<file path="src/rtl/keypad_pkg.sv">
// Shared definitions for the two-digit keypad entry controller.
// Holds the key-line width, the entry state encoding and the
// one-hot-to-BCD decoder used when a debounced press is accepted.
package keypad_pkg;

  localparam int KEY_W = 10;

  typedef enum logic [1:0] {
    EMPTY = 2'd0,
    ONE   = 2'd1,
    TWO   = 2'd2,
    DONE  = 2'd3
  } state_e;

  // Key line i carries digit 10-i, except line 0 which carries 0.
  // Higher indices overwrite lower ones, so the highest set line wins.
  function automatic logic [3:0] onehot_to_bcd(input logic [KEY_W-1:0] keys);
    logic [3:0] bcd;
    bcd = 4'd0;
    for (int i = 1; i < KEY_W; i++) begin
      if (keys[i]) bcd = 4'(KEY_W - i);
    end
    return bcd;
  endfunction

endpackage

</file>
<file path="src/rtl/key_debounce.sv">
// Synchroniser, debounce counter and press/release arming for the raw
// keypad lines.
//   clk_i      system clock, rising edge
//   rst_i      asynchronous active-high reset
//   keys_i     raw asynchronous key lines
//   strobe_o   one-cycle pulse when a stable nonzero pattern is accepted
//   pattern_o  synchronised key pattern (valid to decode while strobe_o=1)
module key_debounce
  import keypad_pkg::*;
#(
  parameter int DEB_CYCLES = 4,
  parameter int CNT_W      = 8
) (
  input  logic             clk_i,
  input  logic             rst_i,
  input  logic [KEY_W-1:0] keys_i,
  output logic             strobe_o,
  output logic [KEY_W-1:0] pattern_o
);

  localparam logic [CNT_W-1:0] CNT_LAST = CNT_W'(DEB_CYCLES - 1);

  logic [KEY_W-1:0] sync1_q, sync2_q, prev_q;
  logic [CNT_W-1:0] cnt_q, cnt_d;
  logic             armed_q, armed_d;
  logic             same, at_last;

  // Two-flop synchroniser plus a copy of the previous synchronised sample.
  // Armed comes out of reset cleared so a key held through reset is ignored.
  always_ff @(posedge clk_i or posedge rst_i) begin
    if (rst_i) begin
      sync1_q <= '0;
      sync2_q <= '0;
      prev_q  <= '0;
      cnt_q   <= '0;
      armed_q <= 1'b0;
    end else begin
      sync1_q <= keys_i;
      sync2_q <= sync1_q;
      prev_q  <= sync2_q;
      cnt_q   <= cnt_d;
      armed_q <= armed_d;
    end
  end

  // The counter saturates at its terminal value so a long hold can never
  // wrap round and look like a fresh stable run.
  always_comb begin
    same     = (sync2_q == prev_q);
    at_last  = (cnt_q == CNT_LAST);
    cnt_d    = '0;
    armed_d  = armed_q;
    strobe_o = 1'b0;
    if (same) begin
      cnt_d = at_last ? cnt_q : cnt_q + CNT_W'(1);
    end
    if (same && at_last && armed_q && (sync2_q != '0)) begin
      strobe_o = 1'b1;
      armed_d  = 1'b0;
    end else if (same && at_last && (sync2_q == '0)) begin
      armed_d = 1'b1;
    end
  end

  assign pattern_o = sync2_q;

endmodule

</file>
<file path="src/rtl/keypad_2digit_ctrl.sv">
// Two-digit decimal keypad entry controller. Debounced key presses are
// shifted calculator-style into units/tens registers; enter commits the
// number, which is then held with valid_o until the consumer acks.
//   clk_i    system clock, rising edge
//   rst_i    asynchronous active-high reset
//   dig_i    raw key lines, dig_i[9]=1 ... dig_i[1]=9, dig_i[0]=0
//   clr_i    synchronous clear of the entry (pulse)
//   enter_i  commit the current entry (pulse)
//   ack_i    consumer has taken the value (used only while valid_o=1)
//   uni_o    units digit, BCD
//   dec_o    tens digit, BCD
//   value_o  binary value dec*10+uni
//   count_o  number of digits entered (0..2)
//   valid_o  entry committed and held
//   err_o    one-cycle pulse on a rejected action
module keypad_2digit_ctrl
  import keypad_pkg::*;
#(
  parameter int DEB_CYCLES = 4,
  parameter int CNT_W      = 8
) (
  input  logic             clk_i,
  input  logic             rst_i,
  input  logic [KEY_W-1:0] dig_i,
  input  logic             clr_i,
  input  logic             enter_i,
  input  logic             ack_i,
  output logic [3:0]       uni_o,
  output logic [3:0]       dec_o,
  output logic [6:0]       value_o,
  output logic [1:0]       count_o,
  output logic             valid_o,
  output logic             err_o
);

  state_e           state_q, state_d;
  logic [3:0]       uni_q, uni_d, dec_q, dec_d;
  logic [6:0]       value_q, value_d;
  logic [1:0]       count_q, count_d;
  logic             err_q, err_d;
  logic             key_stb;
  logic [KEY_W-1:0] key_pat;
  logic [3:0]       key_digit;

  key_debounce #(
    .DEB_CYCLES(DEB_CYCLES),
    .CNT_W     (CNT_W)
  ) u_debounce (
    .clk_i    (clk_i),
    .rst_i    (rst_i),
    .keys_i   (dig_i),
    .strobe_o (key_stb),
    .pattern_o(key_pat)
  );

  assign key_digit = onehot_to_bcd(key_pat);

  always_ff @(posedge clk_i or posedge rst_i) begin
    if (rst_i) begin
      state_q <= EMPTY;
      uni_q   <= '0;
      dec_q   <= '0;
      value_q <= '0;
      count_q <= '0;
      err_q   <= 1'b0;
    end else begin
      state_q <= state_d;
      uni_q   <= uni_d;
      dec_q   <= dec_d;
      value_q <= value_d;
      count_q <= count_d;
      err_q   <= err_d;
    end
  end

  // Priority: clr, then ack (DONE only), then enter, then key strobe.
  // Enter always shadows a simultaneous key, so the key is simply dropped.
  always_comb begin
    state_d = state_q;
    uni_d   = uni_q;
    dec_d   = dec_q;
    count_d = count_q;
    err_d   = 1'b0;
    if (clr_i) begin
      state_d = EMPTY;
      uni_d   = '0;
      dec_d   = '0;
      count_d = '0;
    end else begin
      case (state_q)
        EMPTY: begin
          if (enter_i) begin
            err_d = 1'b1;
          end else if (key_stb) begin
            uni_d   = key_digit;
            dec_d   = '0;
            count_d = 2'd1;
            state_d = ONE;
          end
        end
        ONE: begin
          if (enter_i) begin
            state_d = DONE;
          end else if (key_stb) begin
            dec_d   = uni_q;
            uni_d   = key_digit;
            count_d = 2'd2;
            state_d = TWO;
          end
        end
        TWO: begin
          if (enter_i) begin
            state_d = DONE;
          end else if (key_stb) begin
            err_d = 1'b1;
          end
        end
        DONE: begin
          if (ack_i) begin
            state_d = EMPTY;
            uni_d   = '0;
            dec_d   = '0;
            count_d = '0;
          end
        end
        default: state_d = EMPTY;
      endcase
    end
    // Always derived from the next digits so it moves on the same edge.
    value_d = {3'b000, dec_d} * 7'd10 + {3'b000, uni_d};
  end

  assign uni_o   = uni_q;
  assign dec_o   = dec_q;
  assign value_o = value_q;
  assign count_o = count_q;
  assign valid_o = (state_q == DONE);
  assign err_o   = err_q;

endmodule

</file>
<file path="config.mk">
export PLATFORM = sky130hd
export DESIGN_NAME = keypad_2digit_ctrl
export DESIGN_NICKNAME = d
export VERILOG_FILES = /design/src/rtl/keypad_pkg.sv /design/src/rtl/key_debounce.sv /design/src/rtl/keypad_2digit_ctrl.sv
export SDC_FILE = /design/constraint.sdc
export NUM_CORES = 1
export LEC_CHECK = 0
export CORE_AREA = 2 2 106 108
export CTS_CLUSTER_DIAMETER = 120
export CTS_CLUSTER_SIZE = 40
export DETAILED_ROUTE_END_ITERATION = 10
export DIE_AREA = 0 0 108 110
export HOLD_SLACK_MARGIN = 0.02
export PLACE_DENSITY = 0.39
export SLEW_MARGIN = 0
export SYNTH_ARGS = -nofsm -noshare
export SYNTH_HDL_FRONTEND = slang
export SYNTH_SLANG_ARGS = --single-unit
</file>
<file path="constraint.sdc">
create_clock -name clk_i -period 7 [get_ports clk_i]
set_clock_uncertainty 0.05 [all_clocks]
set_input_delay 0.7 -clock clk_i [delete_from_list [all_inputs] [get_ports clk_i]]
set_output_delay 0.7 -clock clk_i [all_outputs]
set_load 0.005 [all_outputs]
</file>
After elaboration in Yosys (flattened, before gate mapping)
Index checks and enable logic that the tools add are counted.
- bits of input ports: 15
- output and inout bits: 19
- register bits: 59
- logic and storage cells: 81
- equal/unequal tests: 13
- mux-type cells: 42
- multipliers: 1
- $add $sub $neg: 2
- reductions and logical operators: 12
- operators by type and width (kind ; number):
    4-bit two-way mux ; 19
    2-bit two-way mux ; 9
    3-bit != test (second input constant) ; 6
    8-bit two-way mux ; 2
    4-bit case mux with 3 select lines ; 1
    10-bit == test ; 1
    10-bit zero test ; 1
    10-bit nonzero test ; 1
    8-bit by 1-bit adder with 8-bit output (second input constant) ; 1
    8-bit by 2-bit == test with 1-bit output (second input constant) ; 1
    2-bit case mux with 4 select lines ; 1
    4-bit case mux with 2 select lines ; 1
    7-bit by 4-bit adder with 7-bit output ; 1
    1-bit two-way mux ; 7
    4-bit by 3-bit multiplier with 6-bit output (second input constant) ; 1
    2-bit case mux with 3 select lines ; 1
    6-bit AND reduction ; 1
    5-bit AND reduction ; 1
    2-bit == test (second input constant) ; 2
    1-bit logical AND ; 4
    4-bit != test (second input constant) ; 1
    4-bit nonzero test ; 1
    2-bit by 1-bit == test with 1-bit output (second input constant) ; 1
    2-bit zero test ; 1
    4 further kinds ; 4

Depth between registers and ports, before layout
- word-level depth: 14
- gate-level depth with buffers: 16
- mapped depth without buffers: 15

Hierarchy
A second synthesis with hierarchy kept.
- cells, all modules: 200
- area, all modules: 2557.5 µm²
- modules (own cells, without submodules) (module ; area each (µm²) ; cells each ; instances ; seq. area each (µm²)):
    key_debounce ; 1371.3 ; 90 ; 1 ; 975.9
    keypad_2digit_ctrl ; 1186.1 ; 110 ; 1 ; 475.5

Worst setup path after synthesis
No wires, ideal clock.
- kind: flip-flop to flip-flop
- start point: reg u_debounce.cnt_q[0]
- end point: reg value_q[6], in the netlist value_o[6]
- slack: 3194 ps
- library setup time: 78 ps
- arrival time: 3678 ps
- required time: 6872 ps
- buffers on the path: 1
- stages on the path, launching flop included: 17
- clock period less this slack: 3806 ps
- cell sequence: dfrtp_1 > ha_1 > nor4b_2 > nand2_1 > or4_1 > buf_2 > nor4b_1 > o211ai_1 > nand2_1 > ha_1 > ha_1 > fa_1 > nand2_1 > nor2_1 > xor2_1 > o211ai_1 > o2bb2ai_1
- word-level cells in the longest chain between the ends: 11
- elaborated cells between the ends (all ways): 17
- classes of those cells: add/sub: 1; mul: 1; eq/ne: 1; mux: 11; reduce/logical: 3
- RTL lines (what ; line ; source):
    from (decl) ; key_debounce.sv:24 ; logic [CNT_W-1:0] cnt_q, cnt_d;
    from (signal assigned) ; key_debounce.sv:41 ; cnt_q <= cnt_d;
    8-bit by 2-bit == test with 1-bit output (*) ; key_debounce.sv:50 ; at_last = (cnt_q == CNT_LAST);
    1-bit logical AND (*) (3 in series) ; key_debounce.sv:57 ; if (same && at_last && armed_q && (sync2_q != '0)) begin
    1-bit two-way mux (*) ; key_debounce.sv:57 ;
    4-bit two-way mux, on equally long branches ; keypad_2digit_ctrl.sv:104, keypad_2digit_ctrl.sv:94 ;
    4-bit two-way mux, on equally long branches ; keypad_2digit_ctrl.sv:102, keypad_2digit_ctrl.sv:92 ;
    4-bit case mux with 3 select lines (*) ; keypad_2digit_ctrl.sv:90 ; case (state_q)
    4-bit two-way mux (*) ; keypad_2digit_ctrl.sv:84 ; if (clr_i) begin
    via dec_d[1] ; keypad_2digit_ctrl.sv:37 ; logic [3:0] uni_q, uni_d, dec_q, dec_d;
    4-bit by 3-bit multiplier with 6-bit output (*) ; keypad_2digit_ctrl.sv:130 ; value_d = {3'b000, dec_d} * 7'd10 + {3'b000, uni_d};
    7-bit by 4-bit adder with 7-bit output (*) ; keypad_2digit_ctrl.sv:130 ;
    via value_d[6] ; keypad_2digit_ctrl.sv:38 ; logic [6:0] value_q, value_d;
    to (signal assigned) ; keypad_2digit_ctrl.sv:70 ; value_q <= value_d;
    to (decl) ; keypad_2digit_ctrl.sv:38 ;
Mark *: on every way through the listed nets, which the timed path passes. The rest lies on a longest branch.
A chain may end at the register's enable or synchronous reset.

Worst setup path in the final report
Same ends and word-level chain as after synthesis.

==> impl_metrics.yaml <==
route:
  antenna_left: 0
  via_per_inst: 4.30
  drt_iter0_drc: 79
  drc: 0
  vias: 1749
  wl_per_cell_um: 13.6
  drt-pass1-iter-count: 4
  drt_wl_total_um: 5530
clocking:
  postCtsSetupBuffers: 0
  clock_path_buffers: 2
  cts_root_buffer: "clkbuf_8"
  clock-sinks: 58
  clkSlewWorstSetupHoldPaths_ns: 0.07
  cts.hold.buffers_added: 0
  htree_levels: 3
  ctsResizeCount: 0
  cts_tree: "built"
  cts_buffers: 9
  clk_latency_ns: 0.33
logic_synthesis:
  synthFlopType: "dfrtp_1"
  yosys.area.top_type: "dfrtp_1"
  synth_top_area_share_pct: 55.8
  async_reset_ff_share_pct: 100
  syn_inst: 223
  synth-edff-count: 0
  syn-num-nets: 253
  synth-seq-cells: 58
  synth_area_per_cell_um2: 11.7
  synth-warning-count: 0
  yosysUniqueCellTypes: 45
  synth_area_leaders: "dfrtp_1 56%, ha_1 6.3%, xnor2_1 4.7%, nor2_1 2.7%, nand2_1 2.6%"
  synth_area_mm2: 0.00260
  ys_seq_area_share_pct: 55.8
power_and_ir_drop:
  pwr-share-clk_pct: 35.6
  p_leak_nw: 1.40
  p_switching_mw: 0.249
  p_comb_share_pct: 19.7
  powerDensity_mw_per_mm2: 261
  p_seq_share_pct: 44.7
  ir_drop_mv: 0.104
  p_int_mw: 0.608
  p_sw_share_pct: 29.0
floorplanning:
  start_util_pct: 24.3
  ioPinCount: 34
  dieArea_mm2: 0.0119
  die_width_um: 108
  fp.coreArea_mm2: 0.0107
  fp.dieH_um: 110
  num_rows: 38
sta:
  rsz0062_at_grt: "false"
  fin_crit_ns: 4.28
  tightest_slew_ns: 0.734
  finalHoldViolations: 0
  slew_headroom_pct: 51.1
  fmaxAchievable_ghz: 0.234
  tns_ns: 0
  maxSlewViolCount: 0
  setup_viol: 0
  period_share_pct: 61.1
min_path:
  whs_path_depth: 0
  hp-class: "reg2reg"
placed_design:
  dpl.cell_count: 391
  io_buffers: 33
  place_congestion: 0.740
  dp.final_hpwl_um: 3850
layout:
  fin_nets: 292
  syn2layout_area_growth_pct: 26.2
  drive_gt1_share_pct: 8.61
  antenna_cells: 0
  fin_cells: 407
  final_common_cell: "dfrtp_1"
  multi_input_area_mm2: 0.00110
  seq_area_mm2: 0.00145
  fill_cells: 1113
  final_cell_mix: "58 x dfrtp_1, 33 x clkdlybuf4s50_1, 19 x nor2_1"
setup_path:
  crit_type: "reg2reg"
  crit_fanout: 8
  worstPathRequired_ns: 7.21
  worst-endpoint-arrival_ns: 4.48
  r2r-end: "value_o[6]"
  reg2reg_from: "u_debounce.cnt_q[0]"
  worst_setup_path_start_kind: "flop"
  crit_path_end_kind: "flop"
  r2r_cells: 15
  endpoint: "value_o[6]"
  startpoint: "u_debounce.cnt_q[0]"
  regToRegSetupSlack_ns: 2.72
global_routing:
  overflow: 0
  grt_pass1_vias: 1752
  antenna_found_initial: 0
  grt_util_all_layers_pct: 10.5
  grt_pass1_wl_um: 9250
  grt_start_max_net_pins: 59
flow_run:
  maxCapViolCount: 0
outcome:
  status: "completed"
-- cells by family after synthesis --
| kind of cell | share of synthesized area, % |
|---|---|
| adder cells (fa/ha/maj) | 7.79 |
| XOR/XNOR | 6.73 |
| AO/OA/AOI/OAI | 10.0 |
| AND/OR/NAND/NOR | 16.0 |
| buffers and inverters | 1.92 |
| flip-flops | 55.8 |
| multiplexers | 1.78 |
-- sequential cells by signal, summed over array words and instances (netlist names), 2 cells and up --
| signal | flops |
|---|---|
| value_o | 7 |
| u_debounce.sync1_q | 10 |
| u_debounce.cnt_q | 8 |
| state_q | 2 |
| u_debounce.prev_q | 10 |
| u_debounce.pattern_o | 10 |
| count_o | 2 |
| uni_o | 3 |
| dec_o | 4 |
-- stage by stage --
| step | util [%] | total power, mW | instance area (µm²) | hold slack, ns | setup WS [ns] |
|---|---|---|---|---|---|
| after detailed placement | 28.9 | 0.560 | 3090 | 0.285 | 2.71 |
| after CTS | 30.7 | 0.872 | 3280 | 0.302 | 2.68 |
| after floorplan | - | 0.493 | 2600 | 0.281 | 3.19 |
| after global placement | 28.9 | 0.559 | 3090 | 0.284 | 2.78 |
| final | 30.7 | 0.856 | 3280 | 0.299 | 2.72 |
| after global routing | 30.7 | 0.911 | 3280 | 0.304 | 2.29 |
-- worst max-delay path, stage by stage (launching register included) --
cell and delay (ns):
dfrtp_1 0.39, ha_1 0.24, nor4b_2 0.21, nand2_1 0.22, or4_1 0.62, nor4b_1 0.55
o211ai_1 0.17, nand2_1 0.18, ha_1 0.26, ha_1 0.21, fa_1 0.51, nand2_1 0.06
nor2_1 0.10, xor2_1 0.20, o211ai_1 0.11, o2bb2ai_1 0.13
-- metal layers --
metal / vias to the layer above / track usage [%] / wire, µm
met5: - / 0 / 0
met4: 0 / 4.40 / 91
met3: 7 / 4.00 / 257
met2: 32 / 14.2 / 2340
met1: 846 / 14.9 / 2840
li1: 864 / - / -
-- area by class of cell --
| cell class | instances | share of cell area [%] |
|---|---|---|
| well taps | 140 | 5.34 |
| inverters | 6 | 0.686 |
| repair buffers | 34 | 10.3 |
| flip-flops and latches | 58 | 44.2 |
| clock inverters | 6 | 2.06 |
| clock buffers | 10 | 3.89 |
| multi-input cells | 153 | 33.5 |
-- cells in the mapped netlist, types with 2 or more instances --
master    instances
clkbuf_1          4
a21o_1            2
o21ai_0           5
xor2_1            6
nor2b_1           2
a21oi_1          10
o311ai_0          2
nor4_1            3
and3_1            2
nor2_1           19
nand2b_1          4
inv_1             6
nand4_1           2
nor3_1            4
dfrtp_1          58
o21bai_1          2
o211ai_1          6
nor4b_1           2
xnor2_1          14
ha_1             13
or4_1             4
mux2i_1           2
nand3b_1          3
fa_1              2
nand3_1           7
or3_1             3
nand2_1          18
-- power by group through the flow --
| stage | clock network (mW) | logic [mW] | registers [mW] |
|---|---|---|---|
| 4_1_cts | 0.317 | 0.172 | 0.383 |
| 6_report | 0.305 | 0.169 | 0.383 |
| 3_5_place_dp | 0 | 0.170 | 0.390 |
| 3_3_place_gp | 0 | 0.170 | 0.390 |
| 5_1_grt | 0.335 | 0.189 | 0.387 |
| 2_1_floorplan | 0 | 0.110 | 0.384 |
-- worst min path at each step --
stage	slack (ns)	from	end
floorplan	0.28	u_debounce.sync1_q[0]	u_debounce.pattern_o[0]
global placement	0.28	u_debounce.sync1_q[4]	u_debounce.pattern_o[4]
detailed placement	0.28	u_debounce.sync1_q[2]	u_debounce.pattern_o[2]
CTS	0.30	u_debounce.sync1_q[9]	u_debounce.pattern_o[9]
global route	0.30	u_debounce.sync1_q[0]	u_debounce.pattern_o[0]
finish	0.30	u_debounce.sync1_q[5]	u_debounce.pattern_o[5]
No activity file was read; power rests on OpenSTA's default activity.
